`src/rtl/udma_tgen_pkg.sv`:
```
// Shared types and LFSR tap table for the uDMA RX traffic generator.
package udma_tgen_pkg;

  typedef enum logic [1:0] {
    TGEN_INCR  = 2'd0,
    TGEN_CONST = 2'd1,
    TGEN_LFSR  = 2'd2,
    TGEN_RSVD  = 2'd3
  } tgen_mode_e;

  typedef enum logic [1:0] {
    IDLE = 2'd0,
    EMIT = 2'd1,
    GAP  = 2'd2
  } tgen_state_e;

  // Galois (right-shift) tap masks for maximal-length sequences.
  function automatic logic [63:0] lfsr_taps(input int unsigned width);
    logic [63:0] taps;
    case (width)
      4:       taps = 64'h0000_0000_0000_0009;
      8:       taps = 64'h0000_0000_0000_00B8;
      16:      taps = 64'h0000_0000_0000_B400;
      24:      taps = 64'h0000_0000_00E1_0000;
      32:      taps = 64'h0000_0000_8020_0003;
      64:      taps = 64'hD800_0000_0000_0000;
      default: taps = (64'd1 << (width - 1)) | 64'd1;
    endcase
    return taps;
  endfunction

endpackage

```
`src/rtl/udma_tgen_lfsr.sv`:
```
// Galois LFSR pattern source: load at burst start, one step per enable.
// Only instantiated when UDMA_TGEN_LFSR_EN is defined.
module udma_tgen_lfsr
  import udma_tgen_pkg::*;
#(
  parameter int unsigned DATA_WIDTH = 32
) (
  input  logic                  clk_i,
  input  logic                  rstn_i,
  input  logic                  load_i,
  input  logic [DATA_WIDTH-1:0] load_val_i,
  input  logic                  en_i,
  output logic [DATA_WIDTH-1:0] state_o
);

  localparam logic [63:0]           TapsFull = lfsr_taps(DATA_WIDTH);
  localparam logic [DATA_WIDTH-1:0] Taps     = TapsFull[DATA_WIDTH-1:0];

  logic [DATA_WIDTH-1:0] lfsr_q, lfsr_d;

  always_comb begin
    lfsr_d = lfsr_q;
    if (load_i) begin
      lfsr_d = load_val_i;
    end else if (en_i) begin
      lfsr_d = (lfsr_q >> 1) ^ (lfsr_q[0] ? Taps : '0);
    end
  end

  always_ff @(posedge clk_i or negedge rstn_i) begin
    if (!rstn_i) begin
      lfsr_q <= '0;
    end else begin
      lfsr_q <= lfsr_d;
    end
  end

  assign state_o = lfsr_q;

endmodule

```
`src/rtl/udma_traffic_gen_stream.sv`:
```
// uDMA RX-side traffic generator: bursts of patterned words on a valid/ready stream.
// Define UDMA_TGEN_LFSR_EN to enable the LFSR pattern (mode 2); otherwise mode 2 acts as CONST.
module udma_traffic_gen_stream
  import udma_tgen_pkg::*;
#(
  parameter int unsigned DATA_WIDTH = 32,
  parameter int unsigned CNT_WIDTH  = 16,
  parameter int unsigned GAP_WIDTH  = 8
) (
  input  logic                  clk_i,
  input  logic                  rstn_i,
  input  logic                  cfg_start_i,
  input  logic                  cfg_stop_i,
  input  logic [1:0]            cfg_mode_i,
  input  logic [DATA_WIDTH-1:0] cfg_seed_i,
  input  logic [DATA_WIDTH-1:0] cfg_step_i,
  input  logic [CNT_WIDTH-1:0]  cfg_len_i,
  input  logic [GAP_WIDTH-1:0]  cfg_gap_i,
  output logic                  busy_o,
  output logic                  done_o,
  output logic [CNT_WIDTH-1:0]  words_sent_o,
  output logic [DATA_WIDTH-1:0] rx_data_o,
  output logic                  rx_valid_o,
  input  logic                  rx_ready_i
);

  tgen_state_e           state_q, state_d;
  tgen_mode_e            mode_q, mode_d;
  logic [DATA_WIDTH-1:0] step_q, step_d;
  logic [DATA_WIDTH-1:0] data_q, data_d;
  logic [CNT_WIDTH-1:0]  len_q, len_d;
  logic [CNT_WIDTH-1:0]  words_q, words_d;
  logic [GAP_WIDTH-1:0]  gap_q, gap_d;
  logic [GAP_WIDTH-1:0]  cnt_q, cnt_d;
  logic                  stop_pend_q, stop_pend_d;
  logic                  done_q, done_d;

  logic                  start_go;
  logic                  handshake;
  logic [DATA_WIDTH-1:0] seed_eff;
  logic [DATA_WIDTH-1:0] data_next;

  // Stop beats start when both arrive in IDLE.
  assign start_go  = (state_q == IDLE) && cfg_start_i && !cfg_stop_i && (cfg_len_i != '0);
  assign handshake = (state_q == EMIT) && rx_ready_i;

`ifdef UDMA_TGEN_LFSR_EN
  logic [DATA_WIDTH-1:0] lfsr_state;

  // An all-zero seed would lock the LFSR up.
  assign seed_eff = ((tgen_mode_e'(cfg_mode_i) == TGEN_LFSR) && (cfg_seed_i == '0)) ?
                    DATA_WIDTH'(1) : cfg_seed_i;

  udma_tgen_lfsr #(
    .DATA_WIDTH (DATA_WIDTH)
  ) u_lfsr (
    .clk_i      (clk_i),
    .rstn_i     (rstn_i),
    .load_i     (start_go && (tgen_mode_e'(cfg_mode_i) == TGEN_LFSR)),
    .load_val_i (seed_eff),
    .en_i       (handshake && (mode_q == TGEN_LFSR)),
    .state_o    (lfsr_state)
  );

  assign rx_data_o = (mode_q == TGEN_LFSR) ? lfsr_state : data_q;
`else
  assign seed_eff  = cfg_seed_i;
  assign rx_data_o = data_q;
`endif

  always_comb begin
    data_next = data_q;
    if (mode_q == TGEN_INCR) begin
      data_next = data_q + step_q;
    end
  end

  always_comb begin
    state_d     = state_q;
    mode_d      = mode_q;
    step_d      = step_q;
    data_d      = data_q;
    len_d       = len_q;
    words_d     = words_q;
    gap_d       = gap_q;
    cnt_d       = cnt_q;
    stop_pend_d = stop_pend_q;
    done_d      = 1'b0;

    unique case (state_q)
      IDLE: begin
        if (start_go) begin
          mode_d      = tgen_mode_e'(cfg_mode_i);
          step_d      = cfg_step_i;
          len_d       = cfg_len_i;
          gap_d       = cfg_gap_i;
          data_d      = seed_eff;
          words_d     = '0;
          stop_pend_d = 1'b0;
          state_d     = EMIT;
        end
      end
      EMIT: begin
        if (cfg_stop_i) begin
          stop_pend_d = 1'b1;
        end
        if (rx_ready_i) begin
          words_d = words_q + 1'b1;
          data_d  = data_next;
          // Completion takes priority over a concurrent or pending stop.
          if (words_d == len_q) begin
            done_d      = 1'b1;
            stop_pend_d = 1'b0;
            state_d     = IDLE;
          end else if (stop_pend_q || cfg_stop_i) begin
            stop_pend_d = 1'b0;
            state_d     = IDLE;
          end else if (gap_q != '0) begin
            cnt_d   = gap_q;
            state_d = GAP;
          end
        end
      end
      GAP: begin
        cnt_d = cnt_q - 1'b1;
        if (cfg_stop_i) begin
          cnt_d   = '0;
          state_d = IDLE;
        end else if (cnt_q == GAP_WIDTH'(1)) begin
          state_d = EMIT;
        end
      end
      default: begin
        state_d = IDLE;
      end
    endcase
  end

  always_ff @(posedge clk_i or negedge rstn_i) begin
    if (!rstn_i) begin
      state_q     <= IDLE;
      mode_q      <= TGEN_INCR;
      step_q      <= '0;
      data_q      <= '0;
      len_q       <= '0;
      words_q     <= '0;
      gap_q       <= '0;
      cnt_q       <= '0;
      stop_pend_q <= 1'b0;
      done_q      <= 1'b0;
    end else begin
      state_q     <= state_d;
      mode_q      <= mode_d;
      step_q      <= step_d;
      data_q      <= data_d;
      len_q       <= len_d;
      words_q     <= words_d;
      gap_q       <= gap_d;
      cnt_q       <= cnt_d;
      stop_pend_q <= stop_pend_d;
      done_q      <= done_d;
    end
  end

  assign busy_o       = (state_q != IDLE);
  assign rx_valid_o   = (state_q == EMIT);
  assign done_o       = done_q;
  assign words_sent_o = words_q;

endmodule

```
`config.mk`:
```
export PLATFORM = sky130hd
export DESIGN_NAME = udma_traffic_gen_stream
export DESIGN_NICKNAME = d
export VERILOG_FILES = /design/src/rtl/udma_tgen_pkg.sv /design/src/rtl/udma_tgen_lfsr.sv /design/src/rtl/udma_traffic_gen_stream.sv
export SDC_FILE = /design/constraint.sdc
export NUM_CORES = 1
export LEC_CHECK = 0
export CORE_MARGIN = 2
export CORE_UTILIZATION = 57
export CTS_CLUSTER_DIAMETER = 120
export DETAILED_ROUTE_END_ITERATION = 12
export PLACE_DENSITY_LB_ADDON = 0.15
export SLEW_MARGIN = 15
export SYNTH_ARGS = -nofsm -noshare
export SYNTH_HDL_FRONTEND = slang
export SYNTH_SLANG_ARGS = --single-unit
```
`constraint.sdc`:
```
create_clock -name clk_i -period 7.4 [get_ports clk_i]
set_input_delay 1.48 -clock clk_i [delete_from_list [all_inputs] [get_ports clk_i]]
set_output_delay 1.48 -clock clk_i [all_outputs]
set_load 0.01 [all_outputs]
```
==> summary.txt <==
Status
  – Outcome: finished clean

Setup path
  – Critical path fanouts, max: 47
  – Path depth of the worst reg2reg path: 9
  – CP Depth: 10
  – Critical-path top delay cell: buf_4
  – Crit path max-delay family: buffers and inverters
  – Bufs and invs on worst path: 3
  – CP peak stage delay: 650 ps
  – Crit path launch type: input port
  – WP data required: 7700 ps
  – Setup CP Type: in2reg
  – CP Capture Type: register
  – Crit path arrival time: 4650 ps
  – Critical-path cell list: clkdlybuf4s50_1 > nor4_1 > nand4_1 > nand2_2 > buf_4 > a21oi_2 > buf_4 > a21oi_1 > a21oi_1 > mux2_1

Die
  – CORE AREA: 0.0125 mm²
  – Rows: 41
  – Io pins: 146
  – Die area: 0.0136 mm²
  – Die width: 117 µm
  – Die Ht: 117 µm
  – Initial Utilization: 57.9%

Pwr
  – Sw Pwr: 1.59 mW
  – Peak supply drop: 0.296 mV
  – Pwr per Cell Area: 428 mW/mm²
  – Switching share of power: 39.4%
  – Gate power share: 50.4%
  – Int Power: 2.44 mW
  – Clock share of power: 21.9%
  – PnR Total Power: 4.03 mW
  – Register share of total power: 27.7%
  – Lkg Pwr: 3.94 nW

Synth
  – Commonest cells post-synth: dfrtp_1 (118), nand2_1 (61), a21oi_1 (58)
  – Yosys warnings: 0
  – Seq/Total Area, Yosys: 40.9%
  – Post-synth top flop: dfrtp_1
  – Flops & latches, synth: 118
  – Synth unique cells: 65
  – Cell with the most instances after synthesis: dfrtp_1
  – Cell taking the most area after synthesis: dfrtp_1
  – Synth top area cells: dfrtp_1 (41%), mux2_2 (8.9%), ha_1 (5.9%), a21oi_1 (4.0%), xnor2_1 (3.6%)
  – Cell count after synthesis: 754
  – Post-synth EDFFs: 0
  – Synth Net Count: 884
  – Post-synth ARST share: 100%
  – Avg Cell Area, Syn: 9.57 µm²
  – Synth top area share: 40.9%
  – Area of the mapped netlist: 0.00722 mm²

STA
  – Hold WS: 504 ps
  – Tcrit/Tclk final: 58.7%
  – Worst slew pin tran: 954 ps
  – RSZ-0062 raised after global routing: false
  – Worst Clk Skew: 8.90 ps
  – Worst Setup Slack, final: 3050 ps
  – Pins Over Slew Limit: 0
  – Setup_tns: 0 ps
  – # setup viols final: 0
  – Period minus WS final: 4350 ps
  – Final Hold Fails: 0
  – Headroom to the max-slew limit: 36.4%
  – Maximum clock rate: 230 MHz

Min path
  – Worst min-delay path category: reg2reg
  – Hold Crit Depth: 1

Clocking
  – CTS sink cnt: 118
  – H-tree depth: 4
  – Clock Latency Late Sink: 420 ps
  – TritonCTS Buffers: 17
  – Worst-path clk slew: 60 ps
  – Clock Tree Root: clkbuf_16
  – CTS tree: done
  – Post_cts resized: 0
  – # Post-CTS Setup Buffers: 0
  – Number of hold-repair buffers added at the cts stage: 0
  – Longest Clk Path Bufs: 2

Place
  – Port buffer count: 145
  – RePlAce Congestion: 0.893
  – DP Wirelength: 13,100 µm
  – Post-DP Area: 0.00880 mm²
  – Pre-CTS setup slack: 2610 ps

GRT
  – Largest net degree at the start of global routing: 77
  – Overall Global Routing Usage: 29.7%
  – First-pass GRT wire length: 31,600 µm
  – Overflow after GRT: 0
  – Initial antenna violation count: 0
  – Vias in the first global route: 6,537

Drt
  – Vias per std cell: 6.02
  – WL per Instance: 17.7 µm
  – Residual DRC: 0
  – DRT iter0 DRCs: 493
  – Total number of vias: 6,460
  – Pre-antenna DRT Iters: 5
  – Routed Wire Length: 19,000 µm
  – Final ANT Viol Nets: 0

Cells and area
  – Final Instance Area: 0.00943 mm²
  – Area growth, synth to finish: 30.6%
  – Antenna diodes: 0
  – Layout cell share with drive strength beyond 1: 12.0%
  – Layout Nets: 1,018

Job
  – Max Cap Viol: 0
[metal layers]
layer  vias up  track usage [%]  wire length [µm]
met5         -                0                 0
met4         0             9.02               296
met3        29             6.80              1120
met2       230             50.3              9470
met1      3147             38.1              8110
li1       3054                -                 -
[logic make-up (layout without fill, tap and decap cells)]
kind of cell	count (synthesis)	after routing	synth area share, %
simple gates	233	233	16.3
compound gates	207	207	18.3
flops	118	118	40.9
mux	67	67	10.3
buf+inv	50	197	2.63
xor+xnor	44	44	5.34
fa+ha+maj	35	35	6.17
[registers in the layout, indices dropped and copies added, names as in the netlist]
name,count
stop_pend_q,1
state_q,2
len_q,16
step_q,32
gap_q,8
done_o,1
mode_q,2
words_sent_o,16
rx_data_o,32
cnt_q,8
[cell type report]
type,count,area (µm²)
multi-input combinational,586,4080
fill,868,3040
sequential,118,2950
timing repair buffer,151,1490
clock buffer,19,453
tap,172,215
clock inverter,13,179
inverter,14,52.6
[cells in the final DEF, fill, tap and decap left out, drive strengths merged, types with 15 or more instances in the layout]
cell type      synthesis  layout
nand2                 61      61
mux2                  58      58
a31oi                 15      15
clkbuf                33      19
dfrtp                118     118
nand3                 30      30
o21ai                 51      51
clkdlybuf4s50          0     144
a21oi                 58      58
nor2                  51      51
nor3                  15      15
and3                  17      17
a21o                  17      17
xnor2                 30      30
ha                    34      34
[worst register-to-register path: stages, from the launching register on]
cell and delay [ps]:
dfrtp_1 450, or2_1 280, nor3b_1 410, nand2_2 360, buf_4 470, a21oi_2 210
buf_4 370, nand2_1 280, a2111o_1 350, o22ai_1 170
[power by group through the flow]
| stage | Sequential [mW] | Combinational [mW] | Clock, mW |
|---|---|---|---|
| 2_1_floorplan | 1.10 | 1.41 | 0 |
| 3_3_place_gp | 1.11 | 1.95 | 0 |
| 3_5_place_dp | 1.12 | 1.99 | 0 |
| 4_1_cts | 1.12 | 2.02 | 0.890 |
| 5_1_grt | 1.15 | 2.26 | 0.920 |
| 6_report | 1.12 | 2.03 | 0.881 |
[path summary, 6_finish.rpt]
path / from / to / slack (ps)
worst max-delay path: cfg_len_i[2] / rx_data_o[31] / 3050
worst min-delay path: mode_q[0] / mode_q[0] / 500
worst max register to register: state_q[1] / rx_data_o[28] / 3980
worst min register to register: mode_q[0] / mode_q[0] / 500
max in group asynchronous: rstn_i / rx_data_o[16] / 4990
min in group asynchronous: rstn_i / len_q[8] / 1040
[per-stage QoR]
step                      cells  utilization [%]
after floorplan             754                -
after global placement     1041             70.6
after detailed placement   1041             70.6
after CTS                  1073             75.6
after global routing       1073             75.6
final                      1073             75.6
Power figures use the tool's default switching activity.
